===== config.mk =====
export PLATFORM = sky130hd
export DESIGN_NAME = ring_arbiter
export DESIGN_NICKNAME = d
export VERILOG_FILES = /design/src/rtl/ring_arbiter.sv
export SDC_FILE = /design/constraint.sdc
export NUM_CORES = 1
export LEC_CHECK = 0
export BUFFER_PORTS_ARGS = -buffer_cell sky130_fd_sc_hd__buf_2
export CORE_MARGIN = 8
export CORE_UTILIZATION = 50
export DETAILED_ROUTE_END_ITERATION = 8
export PLACE_DENSITY = 0.75
export SETUP_SLACK_MARGIN = 0.1
export SLEW_MARGIN = 20
export SYNTH_ARGS = -nofsm -noshare
export SYNTH_HDL_FRONTEND = slang
export SYNTH_SLANG_ARGS = --single-unit
export TNS_END_PERCENT = 50

===== constraint.sdc =====
create_clock -name clock -period 4.17 [get_ports clock]
set_clock_uncertainty 0.05 [all_clocks]
set_input_delay 1.251 -clock clock [delete_from_list [all_inputs] [get_ports clock]]
set_output_delay 1.251 -clock clock [all_outputs]
set_load 0.01 [all_outputs]

===== src/rtl/ring_arbiter.sv =====
// Round-robin arbiter with a one-hot rotating priority pointer and a per-tenure
// hold limit that forces rotation when other requesters are waiting.
module ring_arbiter #(
    parameter int N        = 4,
    parameter int MAX_HOLD = 8
) (
    input  logic                 clock,
    input  logic                 reset,
    input  logic [N-1:0]         req,
    output logic [N-1:0]         grant,
    output logic                 grant_valid,
    output logic [$clog2(N)-1:0] grant_id,
    output logic                 preempt,
    output logic                 dbg_state
);

    localparam int IDW = $clog2(N);
    localparam int HW  = $clog2(MAX_HOLD) + 1;
    localparam logic [HW-1:0] HOLD_LAST = HW'(MAX_HOLD - 1);
    localparam logic [N-1:0]  PTR_RST   = N'(1);

    typedef enum logic {
        S_IDLE  = 1'b0,
        S_GRANT = 1'b1
    } state_t;

    state_t         state_q, state_d;
    logic [N-1:0]   ptr_q, ptr_d;
    logic [N-1:0]   grant_q, grant_d;
    logic           valid_q;
    logic [IDW-1:0] id_q, id_d;
    logic           preempt_q, preempt_d;
    logic [HW-1:0]  hold_q, hold_d;

    logic [N-1:0]   others;
    logic           holder_req;
    logic [N-1:0]   next_ptr;

    // First set bit of r at or above the one-hot position p, wrapping N-1 -> 0.
    function automatic logic [N-1:0] pick(input logic [N-1:0] r, input logic [N-1:0] p);
        logic [N-1:0] res;
        logic         found;
        int           base;
        int           pos;
        res   = '0;
        found = 1'b0;
        base  = 0;
        for (int i = 0; i < N; i++) begin
            if (p[i]) base = i;
        end
        for (int k = 0; k < N; k++) begin
            pos = base + k;
            if (pos >= N) pos = pos - N;
            if (!found && r[pos]) begin
                res[pos] = 1'b1;
                found    = 1'b1;
            end
        end
        return res;
    endfunction

    function automatic logic [IDW-1:0] to_bin(input logic [N-1:0] g);
        logic [IDW-1:0] b;
        b = '0;
        for (int i = 0; i < N; i++) begin
            if (g[i]) b = IDW'(i);
        end
        return b;
    endfunction

    always_ff @(posedge clock or posedge reset) begin
        if (reset) begin
            state_q   <= S_IDLE;
            ptr_q     <= PTR_RST;
            grant_q   <= '0;
            valid_q   <= 1'b0;
            id_q      <= '0;
            preempt_q <= 1'b0;
            hold_q    <= '0;
        end else begin
            state_q   <= state_d;
            ptr_q     <= ptr_d;
            grant_q   <= grant_d;
            valid_q   <= |grant_d;
            id_q      <= id_d;
            preempt_q <= preempt_d;
            hold_q    <= hold_d;
        end
    end

    assign others     = req & ~grant_q;
    assign holder_req = |(req & grant_q);
    // Rotating past the holder makes it the lowest priority for the next pick.
    assign next_ptr   = {grant_q[N-2:0], grant_q[N-1]};

    always_comb begin
        state_d   = state_q;
        ptr_d     = ptr_q;
        grant_d   = grant_q;
        preempt_d = 1'b0;
        hold_d    = hold_q;
        case (state_q)
            S_IDLE: begin
                if (|req) begin
                    grant_d = pick(req, ptr_q);
                    state_d = S_GRANT;
                    hold_d  = '0;
                end
            end
            S_GRANT: begin
                if (!holder_req) begin
                    ptr_d  = next_ptr;
                    hold_d = '0;
                    if (|others) begin
                        grant_d = pick(others, next_ptr);
                    end else begin
                        grant_d = '0;
                        state_d = S_IDLE;
                    end
                end else if (hold_q == HOLD_LAST) begin
                    hold_d = '0;
                    if (|others) begin
                        grant_d   = pick(others, next_ptr);
                        ptr_d     = next_ptr;
                        preempt_d = 1'b1;
                    end
                end else begin
                    hold_d = hold_q + HW'(1);
                end
            end
            default: begin
                state_d = S_IDLE;
                grant_d = '0;
                hold_d  = '0;
            end
        endcase
        id_d = to_bin(grant_d);
    end

    always_comb begin
        grant       = grant_q;
        grant_valid = valid_q;
        grant_id    = id_q;
        preempt     = preempt_q;
        dbg_state   = state_q;
    end

endmodule

-- Yosys cells after proc, flatten, opt, wreduce, memory -nomap -nowiden
Cells that the tools add are included.
- $add $sub $neg: 22
- magnitude comparators: 36
- equality and inequality tests: 4
- mux-type cells: 220
- bitwise gates (word level): 13
- reduce and logical (&&, ||, !) cells: 35
- operators by type and width (operator ; number):
    $mux 32 ; 60
    $ge 32x1->1 const B ; 12
    $ge 32x4->1 const B ; 12
    $lt 32x4->1 const B ; 12
    $sub 32x4->32 const B ; 12
    $mux 4 ; 50
    $add 32x3->32 const B ; 6
    $add 32x2->32 const B ; 3
    $mux 1 ; 81
    $or 4x4->4 ; 9
    $bmux 1 s2 ; 12
    $demux 1 s2 ; 12
    $logic_and 1x1->1 ; 21
    $pmux 4 s2 ; 2
    $reduce_or 4->1 ; 4
    $logic_not 1->1 ; 9
    $and 4x4->4 ; 2
    $add 4x1->4 const B ; 1
    $eq 4x3->1 const B ; 1
    $mux 2 ; 2
    $ne 2x1->1 const B ; 2
    $not 4->4 ; 1
    $reduce_and 3->1 ; 1
    $ne 2x2->1 const B ; 1
    other kinds (2) ; 2
- register bits after elaboration: 17
- output and inout bits: 9

-- Logic depth before layout (Yosys ltp)
Gate-level depths: netlist (run 1).
- word-level depth: 45
- depth in mapped cells: 11
- gate-level depth less buffers: 11

-- Worst setup path after synthesis (run 1)
OpenSTA, ideal clock, no wires.
- path kind: input-to-reg
- start point: input req[0]
- end point: register id_q[0], in the netlist grant_id[0]
- library setup time: 0.074 ns
- data arrival time: 2.961 ns
- path slack: 1.085 ns
- stages on the path: 6
- buffers on the path: 1
- cell sequence: buf_2 -> or4_1 -> a2111oi_1 -> nor2_1 -> o311a_4 -> o21ai_2
- cells in the longest elaborated chain, start to end: 33
- elaborated cells between the ends (all ways): 152
- classes of those cells: mux: 120; bitwise: 11; reduce/logical: 21
- RTL lines (element ; line ; text):
    from (decl) ; 9 ; input logic [N-1:0] req,
    $and 4x4->4 ; 91 ; assign others = req & ~grant_q;
    $bmux 1 s2 ; 54 ; if (!found && r[pos]) begin
    $mux 1 (implied by the code) (2 in series) ; 54 ;
    $mux 1 ; 54 ;
    $mux 1 ; 122 ; if (|others) begin
    $mux 1 ; 120 ; end else if (hold_q == HOLD_LAST) begin
    $mux 1 ; 111 ; if (!holder_req) begin
    $mux 1 ; 102 ; case (state_q)
    (+17 left out) ; -- ;
    $mux 4 ; 122 ;
    $mux 4 ; 120 ;
    $mux 4 ; 111 ;
    $pmux 4 s2 (*) ; 102 ;
    $mux 1 ; 66 ; if (g[i]) b = IDW'(i);
    $mux 2 ; 66 ;
    $mux 2 (*) ; 66 ;
    named net id_d[0] ; 31 ; logic [IDW-1:0] id_q, id_d;
    to (signal assigned) ; 85 ; id_q <= id_d;
    to (decl) ; 31 ;
The timed path passes the listed nets; every way through them passes the cells marked *. The select of a mux whose other input is x is not followed.
A chain may end at the register's enable or synchronous reset.

-- Final worst setup path (run 1)
- start point: input req[1]
- end point: register id_q[0], in the netlist grant_id[0]
Same word-level chain as after synthesis.

==> results of run 1 <==
-- sequential cells by signal, summed over array words and instances (netlist names) --
signal	cells
grant_id	2
grant	4
ptr_q	3
hold_q	4
grant_valid	1
dbg_state	1
preempt	1
-- worst reg2reg max path, delay by kind of cell, from the launching register on --
kind | cells | cell delay, ns
flops | 1 | 0.44
fa+ha+maj | 1 | 0.36
buf+inv | 1 | 0.17
simple gates | 3 | 0.83
compound gates | 3 | 0.55
mux | 1 | 0.38
-- power by group --
part,switching (mW),total (mW),internal (mW)
Sequential,0.0788,0.286,0.207
Combinational,0.317,0.567,0.250
Clock,0.0463,0.0994,0.0531
Total,0.442,0.953,0.510
-- per-stage QoR --
step / util / area [sq um] / total power [mW]
final: 0.572 / 1420 / 0.953
after global routing: 0.572 / 1420 / 1.04
after CTS: 0.572 / 1420 / 0.954
after detailed placement: 0.557 / 1380 / 0.851
after global placement: 0.557 / 1380 / 0.833
after floorplan: - / 1300 / 0.709
-- Yosys cell counts, types with 3 or more instances --
master	instances
ha_1	9
o211ai_1	4
nand2_1	10
a21oi_1	6
nand2b_1	7
nand3_1	4
inv_1	10
nor2_1	8
dfrtp_1	16
o21ai_0	3
o211a_1	3
a31oi_1	3
a221oi_1	3
mux2_2	3
nand3b_1	3
-- kinds of logic after synthesis --
| logic type | count (synthesis) |
|---|---|
| buffers and inverters | 18 |
| adders and majority gates | 9 |
| DFF | 16 |
| AOI/OAI and AO/OA | 39 |
| and+or+nand+nor | 53 |
| muxes | 6 |
-- final timing paths --
kind | from | to | slack (ns) | cells after the start
max | req[1] | grant_id[0] | 1.06 | 7
min reg2reg | hold_q[3] | hold_q[3] | 0.46 | 1
min in group asynchronous | reset | hold_q[3] | 0.96 | 2
min | hold_q[3] | hold_q[3] | 0.46 | 1
max reg2reg | ptr_q[1] | grant_id[0] | 1.34 | 9
max in group asynchronous | reset | grant_id[0] | 2.72 | 2
-- final cells by class --
cell class                      count  area share
Multi-Input combinational cell    107       0.581
Sequential cell                    16       0.283
Timing Repair Buffer               14      0.0495
Inverter                           13      0.0345
Tap cell                           30      0.0265
Clock buffer                        4      0.0256
-- metal layers --
metal | routed length [um] | track usage | vias up
met3 | 94 | 0.0201 | 4
met1 | 1300 | 0.165 | 559
li1 | - | - | 555
met2 | 1620 | 0.259 | 25
met5 | 0 | 0 | -
met4 | 40 | 0.0627 | 0
==> results.md, run 1 <==
- Synth top area share: 0.309
- Layout cells sized above 1: 0.214
- Post-synthesis mux area share: 0.0588
- Critical Path Sink Type: register
- Placed Instances: 180
- Starting Density: 0.524
- # IOs: 15
- Worst-Skew Late Latency: 0.28 ns
- Setup violators final: 0
- CTS Hold Bufs: 0
- Largest family of logic cells by synthesized area: compound AO/OA/AOI/OAI gates
- Synth cell types: 52
- Critical Path AT: 3.27 ns
- DR WL/cell: 16.6 um
- Post-DP HPWL: 2.40 mm
- Htree depth: 1
- Routed Antenna Nets: 0
- Critical path peak fanout: 11
- # DRC: 0
- Largest net degree at the start of global routing: 17
- Via count: 1,143
- Status: finished clean
- Total CTS buffers: 3
- Leakage: 0.656 nW
- Buf+Inv Stages, Crit Path: 2
- Peak VDD IR: 384 uV
- Synthesis-stage register bit count: 16
- Least-Margin Pin Slew: 0.755 ns
- Hold Violations, Final: 0
- CTS max path bufs: 2
- Unrepaired setup endpoints after global routing: false
- CP required: 4.33 ns
- Setup CP Type: input port to register
- CTS root buf: clkbuf_4
- Clock slew at reported path FFs: 0.09 ns
- Startpoint types: input port
- Cell taking the most area after synthesis: dfrtp_1
- Ys flop type: dfrtp_1
- Worst min path class: register to register
- Pwr dens: 673 nW/um^2
- ANT cells: 0
- Setup TNS: 0 ns
- Compound-Gate Fraction of Synth Area: 0.245
- Simple-gate area share of the yosys netlist: 0.244
- Avg Inst Size Synth: 9.20 sq um
- Critical Path, Cell by Cell: buf_2 -> inv_2 -> or4_1 -> a2111oi_1 -> nor2_1 -> o311a_4 -> o21ai_2
- Maximum clock frequency: 321 MHz
- Final period utilization: 0.746
- Die height: 66.9 um
- Postcts setup bufs: 0
- Commonest non-fill, non-tap cells in the layout: dfrtp_1, buf_2, inv_1, nand2_1, ha_1
- Ys Warns: 0
- Via density: 6.21
- Slowest cell delay on critical path: 0.55 ns
- Area grow syn2layout: 9.16%
- 1st-iter DRT viols: 64
- Sink Count: 16
- Final Instance Count excl. Fillers: 184
- Initial antenna violation count: 0
- Final min period: 3.11 ns
- Multi-input gate area: 823 sq um
- Place WS: 0.769 ns
- Slowest CP cell: a2111oi_1
- Ys async rst share: 1.00
- CTS tree: built
- FF+latch area: 400 sq um
- Synthesized instance count: 141
- First-pass GRT wire length: 5.24 mm
- Cts repair resizes: 0
- Commonest non-fill, non-tap cell in the layout: dfrtp_1
- Setup ws final: 1.06 ns
- Fin. max-slew vios: 0
- Adder-cell area share of the yosys netlist: 0.0868
- Worst hold slack: 0.461 ns
- Worst path top cell family by delay: compound AO/OA/AOI/OAI gates
- Syn Nets: 156
- Share of the yosys chip area belonging to registers: 0.309
- Die W: 66.9 um
- Final layout net count: 170
- Vias in the first global route: 1,162
- Num rows: 18
- GRT Util Overall: 0.145
- Gr ovfl total: 0
- Top post-synthesis cells by area: dfrtp_1, ha_1, nand2b_1
- Gpl congestion: 0.963
- Fillers: 234
- I/O Buffers: 14
- Post-synth EDFFs: 0
- Routed WL: 3.05 mm
- Post-Synthesis Cell Area: 1300 sq um
- Die ar.: 4480 sq um
- Core area: 2480 sq um
- Max transition margin: 0.492
- Maxcap violations: 0
- Drt first pass iters: 4
- XOR/XNOR Fraction of Synth Area: 0
Note: power is estimated with default switching activity, not from simulation.
==> inputs of run 2 (changes only) <==
- PLACE_DENSITY: 0.75 -> 0.78
- clock period: 4.17 -> 2.6 ns (I/O delays scaled with it)
==> run 2 against run 1 <==
Compared with the run above: critical path type is now register to register; largest cell class unchanged; combinational power grew 120%; critical path depth increased by 2; cell count is 11% higher; largest power group unchanged; worst setup slack worse by 0.89 ns; clock power increased by 72%; critical endpoint unchanged; first-iteration DRC count is 16% higher; non-clock buffer count is 21 higher; highest routed layer unchanged; register-to-register slack worse by 1.2 ns; worst hold slack better by 0.026 ns; clock-buffer cell count is the same; design area rose by 16%; sequential share of layout area decreased by 3.8 points.
==> results.md, run 2 (synthesis results as in run 1) <==
- Via density: 6.23 (+0.28%)
- Num rows: 18 (unchanged)
- CTS tree: built
- Slowest CP cell: dfrtp_2
- Worst hold slack: 0.487 ns (+0.0258 ns)
- CTS Hold Bufs: 0 (unchanged)
- Final period utilization: 0.937
- Critical Path, Cell by Cell: buf_12 -> nor2_4 -> inv_2 -> ha_4 -> mux4_2 -> or3b_1 -> a41o_1 -> o311a_4 -> o21ai_2
- Setup CP Type: register to register
- Hold Violations, Final: 0 (unchanged)
- ANT cells: 0 (unchanged)
- Drt first pass iters: 5 (+1)
- Commonest non-fill, non-tap cell in the layout: buf_4
- Critical Path Sink Type: register
- Largest net degree at the start of global routing: 17 (unchanged)
- Worst min path class: input port to asynchronous set/reset pin
- Routed WL: 3.61 mm (+18%)
- Layout cells sized above 1: 0.354 (+0.140)
- Initial antenna violation count: 0 (unchanged)
- # IOs: 15 (unchanged)
- Clock slew at reported path FFs: 0.10 ns (about the same)
- Critical Path AT: 2.62 ns (-0.65 ns)
- Worst setup startpoint: ptr_q[3]
- Max transition margin: 0.587 (+0.0954)
- Setup violators final: 0 (unchanged)
- Via count: 1,277 (+12%)
- Gpl congestion: 0.991 (+3.0%)
- Htree depth: 1 (unchanged)
- Maximum clock frequency: 411 MHz
- Die W: 66.9 um (unchanged)
- Die ar.: 4480 sq um (unchanged)
- Maxcap violations: 0 (unchanged)
- I/O Buffers: 14 (unchanged)
- Final layout net count: 191 (+12%)
- Least-Margin Pin Slew: 0.619 ns (-0.137 ns)
- # DRC: 0 (unchanged)
- Cell Area, Placed: 1560 sq um (+13%)
- Commonest non-fill, non-tap cells in the layout: buf_4, dfrtp_1, buf_2, nand2_1, inv_1
- Unrepaired setup endpoints after global routing: true
- Final min period: 2.43 ns
- Die height: 66.9 um (unchanged)
- Worst-Skew Late Latency: 0.30 ns (+0.02 ns)
- Core area: 2480 sq um (unchanged)
- Worst path top cell family by delay: compound AO/OA/AOI/OAI gates
- CTS max path bufs: 2 (unchanged)
- WP depth: 9 (+2)
- Area grow syn2layout: 26.9%
- Startpoint types: register
- Post-route cell area: 1650 sq um (+16%)
- Leakage: 0.766 nW (+17%)
- Peak VDD IR: 830 uV (+120%)
- Pwr dens: 1130 nW/um^2 (+67%)
- Vias in the first global route: 1,268 (+9.1%)
- Placed Instances: 200 (+11%)
- 1st-iter DRT viols: 74 (+16%)
- Fillers: 215 (-8.1%)
- Critical path peak fanout: 7 (-4)
- CP required: 2.79 ns (-1.54 ns)
- DR WL/cell: 17.6 um (+6.3%)
- Origin of the critical flop-to-flop path: ptr_q[3]
- Routed Antenna Nets: 0 (unchanged)
- Worst r2r path cells: 9 (unchanged)
- Post-DP HPWL: 2.79 mm (+16%)
- Buf+Inv Stages, Crit Path: 2 (unchanged)
- Sink Count: 16 (unchanged)
- GRT Util Overall: 0.173 (+0.0285)
- Final Instance Count excl. Fillers: 205 (+11%)
- Starting Density: 0.524 (unchanged)
- Slowest cell delay on critical path: 0.45 ns (-0.10 ns)
- First-pass GRT wire length: 6.08 mm (+16%)
- Total CTS buffers: 3 (unchanged)
- CTS root buf: clkbuf_4
- Status: finished clean
- Gr ovfl total: 0 (unchanged)
- Fin. max-slew vios: 0 (unchanged)
[run 2: worst register-to-register path: stages (launching register included)]
cell and delay, ns:
dfrtp_2 0.45, buf_12 0.14, nor2_4 0.12, inv_2 0.07
ha_4 0.27, mux4_2 0.37, or3b_1 0.38, a41o_1 0.26
o311a_4 0.14, o21ai_2 0.12
[run 2: metrics by stage]
stage | setup WS (ns) | TNS (ns) | power, mW | utilization
after floorplan | 0.114 | 0 | 1.17 | -
after global placement | -0.0589 | -0.0873 | 1.50 | 0.628
final | 0.165 | 0 | 1.85 | 0.665
after detailed placement | -0.0949 | -0.178 | 1.56 | 0.628
after global routing | 0.0842 | 0 | 1.99 | 0.665
after CTS | 0.125 | 0 | 1.79 | 0.657
[run 2: worst paths after layout]
path	slack, ns	end
max in group asynchronous	1.57	ptr_q[3]
max reg2reg	0.17	grant_id[0]
min	0.49	hold_q[0]
max	0.17	grant_id[0]
min reg2reg	0.49	hold_q[0]
min in group clock	0.49	hold_q[0]
[run 2: repair_timing]
action	in CTS	in global routing
gates resized for setup	3	5
setup buffers	1	0
gates cloned	0	0
pin swaps	0	3
setup endpoints to repair	2	2
[run 2: where the power goes]
group | switching, mW | total, mW | internal (mW) | leakage [nW]
Sequential | 0.105 | 0.440 | 0.335 | 0.204
Clock | 0.0860 | 0.171 | 0.0854 | 0.0210
Combinational | 0.642 | 1.24 | 0.599 | 0.542
[run 2: cell type report]
class                      instances  area [sq um]  share of cell area
tap                               30          37.5              0.0228
sequential                        16           403               0.245
multi-input combinational        107           877               0.533
inverter                          13          48.8              0.0296
clock buffer                       4          36.3              0.0220
timing repair buffer              35           244               0.148
[run 2: layer usage]
layer | share of wire | track usage | vias to the layer above
li1 | - | - | 599
met1 | 0.41 | 0.203 | 617
met2 | 0.52 | 0.308 | 49
met3 | 0.052 | 0.0252 | 12
met4 | 0.021 | 0.0653 | 0
met5 | 0 | 0 | -
==> inputs of run 3 (changes only) <==
- PLACE_DENSITY: 0.78 -> 0.75
- clock period: 2.6 -> 2.9 ns (I/O delays scaled with it)
==> run 3 against run 2 <==
Compared with the run above: fmax is 9.7% lower; first-iteration DRC count is 12% higher; critical path depth fell by 2; clock-buffer cell count unchanged; register-to-register slack better by 0.04 ns; largest cell class unchanged.
==> results.md, run 3 (synthesis results as in run 1) <==
- ANT cells: 0 (unchanged)
- Hold path startpoint: hold_q[3]
- Clock slew at reported path FFs: 0.10 ns (about the same)
- Total CTS buffers: 3 (unchanged)
- CP required: 3.06 ns (+0.27 ns)
- Num rows: 18 (unchanged)
- Final period utilization: 0.929 (-0.00720)
- CTS tree: built
- Setup CP Type: register to register
- First-pass GRT wire length: 5.66 mm (-6.8%)
- GRT Util Overall: 0.158 (-0.0154)
- Drt first pass iters: 4 (-1)
- Commonest non-fill, non-tap cell in the layout: dfrtp_1
- Placed Instances: 191 (-4.5%)
- Max transition margin: 0.597 (+0.00974)
- Core area: 2480 sq um (unchanged)
- Worst-Skew Late Latency: 0.29 ns (about the same)
- Initial antenna violation count: 0 (unchanged)
- Setup TNS: 0 ns (unchanged)
- Status: finished clean
- Die height: 66.9 um (unchanged)
- Grt peak-use layer: met2
- Final min period: 2.69 ns (+0.260 ns)
- Via count: 1,214 (-4.9%)
- Die W: 66.9 um (unchanged)
- Unrepaired setup endpoints after global routing: false
- Startpoint types: register
- Hold Violations, Final: 0 (unchanged)
- FF+latch area: 400 sq um (-0.62%)
- Pwr dens: 967 nW/um^2 (-14%)
- Critical Path AT: 2.86 ns (+0.24 ns)
- Sink Count: 16 (unchanged)
- Worst setup startpoint: ptr_q[3]
- Largest net degree at the start of global routing: 17 (unchanged)
- Final Instance Count excl. Fillers: 195 (-4.9%)
- Critical Path Sink Type: register
- CTS root buf: clkbuf_4
- Routed Antenna Nets: 0 (unchanged)
- Commonest non-fill, non-tap cells in the layout: dfrtp_1, buf_2, buf_4, inv_1, nand2_1
- Maximum clock frequency: 371 MHz (-9.7%)
- Via density: 6.23 (about the same)
- CTS Hold Bufs: 0 (unchanged)
- Vias in the first global route: 1,261 (-0.55%)
- Postcts setup bufs: 0 (-1)
- Setup violators final: 0 (unchanged)
- Worst min path class: register to register
- Multi-input gate area: 823 sq um (-6.1%)
- CTS max path bufs: 2 (unchanged)
- Leakage: 0.710 nW (-7.3%)
- Global Route met2 Usage: 0.277 (-0.0311)
- DR WL/cell: 16.7 um (-5.4%)
- Least-Margin Pin Slew: 0.604 ns (-0.0146 ns)
- I/O Buffers: 14 (unchanged)
- # IOs: 15 (unchanged)
- Routed WL: 3.25 mm (-10%)
- Cts repair resizes: 0 (-3)
- Fin. max-slew vios: 0 (unchanged)
- Starting Density: 0.524 (unchanged)
- Htree depth: 1 (unchanged)
- 1st-iter DRT viols: 83 (+12%)
- Grt met1 use: 0.189 (-0.0137)
- Maxcap violations: 0 (unchanged)
- Layout cells sized above 1: 0.267 (-0.0876)
- Origin of the critical flop-to-flop path: ptr_q[3]
- Peak VDD IR: 574 uV (-31%)
- GRT met3 Usage: 0.0117 (-0.0134)
- Worst Hold Depth: 1
- Fillers: 230 (+7.0%)
- Final layout net count: 181 (-5.2%)
- Gpl congestion: 0.912 (-8.0%)
- Worst r2r path cells: 7 (-2)
- Post-DP HPWL: 2.55 mm (-8.3%)
- Critical path peak fanout: 9 (+2)
- # DRC: 0 (unchanged)
- Gr ovfl total: 0 (unchanged)
- Die ar.: 4480 sq um (unchanged)
- Area grow syn2layout: 15.5%
[run 3: path summary, 6_finish.rpt]
path | endpoint | slack [ns]
setup / recovery | grant_id[0] | 0.21
hold / removal | hold_q[3] | 0.49
setup reg to reg | grant_id[0] | 0.21
hold reg to reg | hold_q[3] | 0.49
max in group asynchronous | grant_id[1] | 1.82
min in group asynchronous | hold_q[1] | 0.59
[run 3: where the power goes]
group / switching (mW) / internal, mW
registers: 0.113 / 0.298
clock network: 0.0701 / 0.0764
logic: 0.480 / 0.412
[run 3: worst max-delay path: stages, from the launching register on]
cell and delay (ns):
dfrtp_1 0.49, or2_2 0.41, ha_1 0.35, mux4_2 0.38, or3b_1 0.40, a41o_1 0.26, o311a_4 0.14, o21ai_2 0.14
[run 3: layout make-up]
cell class / instances / area share
multi-input cells: 107 / 0.549
flip-flops and latches: 16 / 0.267
repair buffers: 25 / 0.102
inverters: 13 / 0.0326
well taps: 30 / 0.0250
clock buffers: 4 / 0.0242
[run 3: routing by layer]
metal  up-vias  routed length (um)
li1        579                   -
met1       591                1410
met2        38                1680
met3         6                 111
met4         0                  47
met5         -                   0
[run 3: stage by stage]
stage          power, mW  setup WS, ns  hold WS, ns   util  cell area (sq um)
4_1_cts             1.45         0.205        0.487  0.605               1500
6_report            1.45         0.205        0.490  0.605               1500
3_5_place_dp        1.30        0.0285        0.467  0.590               1460
3_3_place_gp        1.26        0.0582        0.444  0.590               1460
2_1_floorplan       1.02         0.196        0.409      -               1300
5_1_grt             1.58         0.108        0.496  0.605               1500
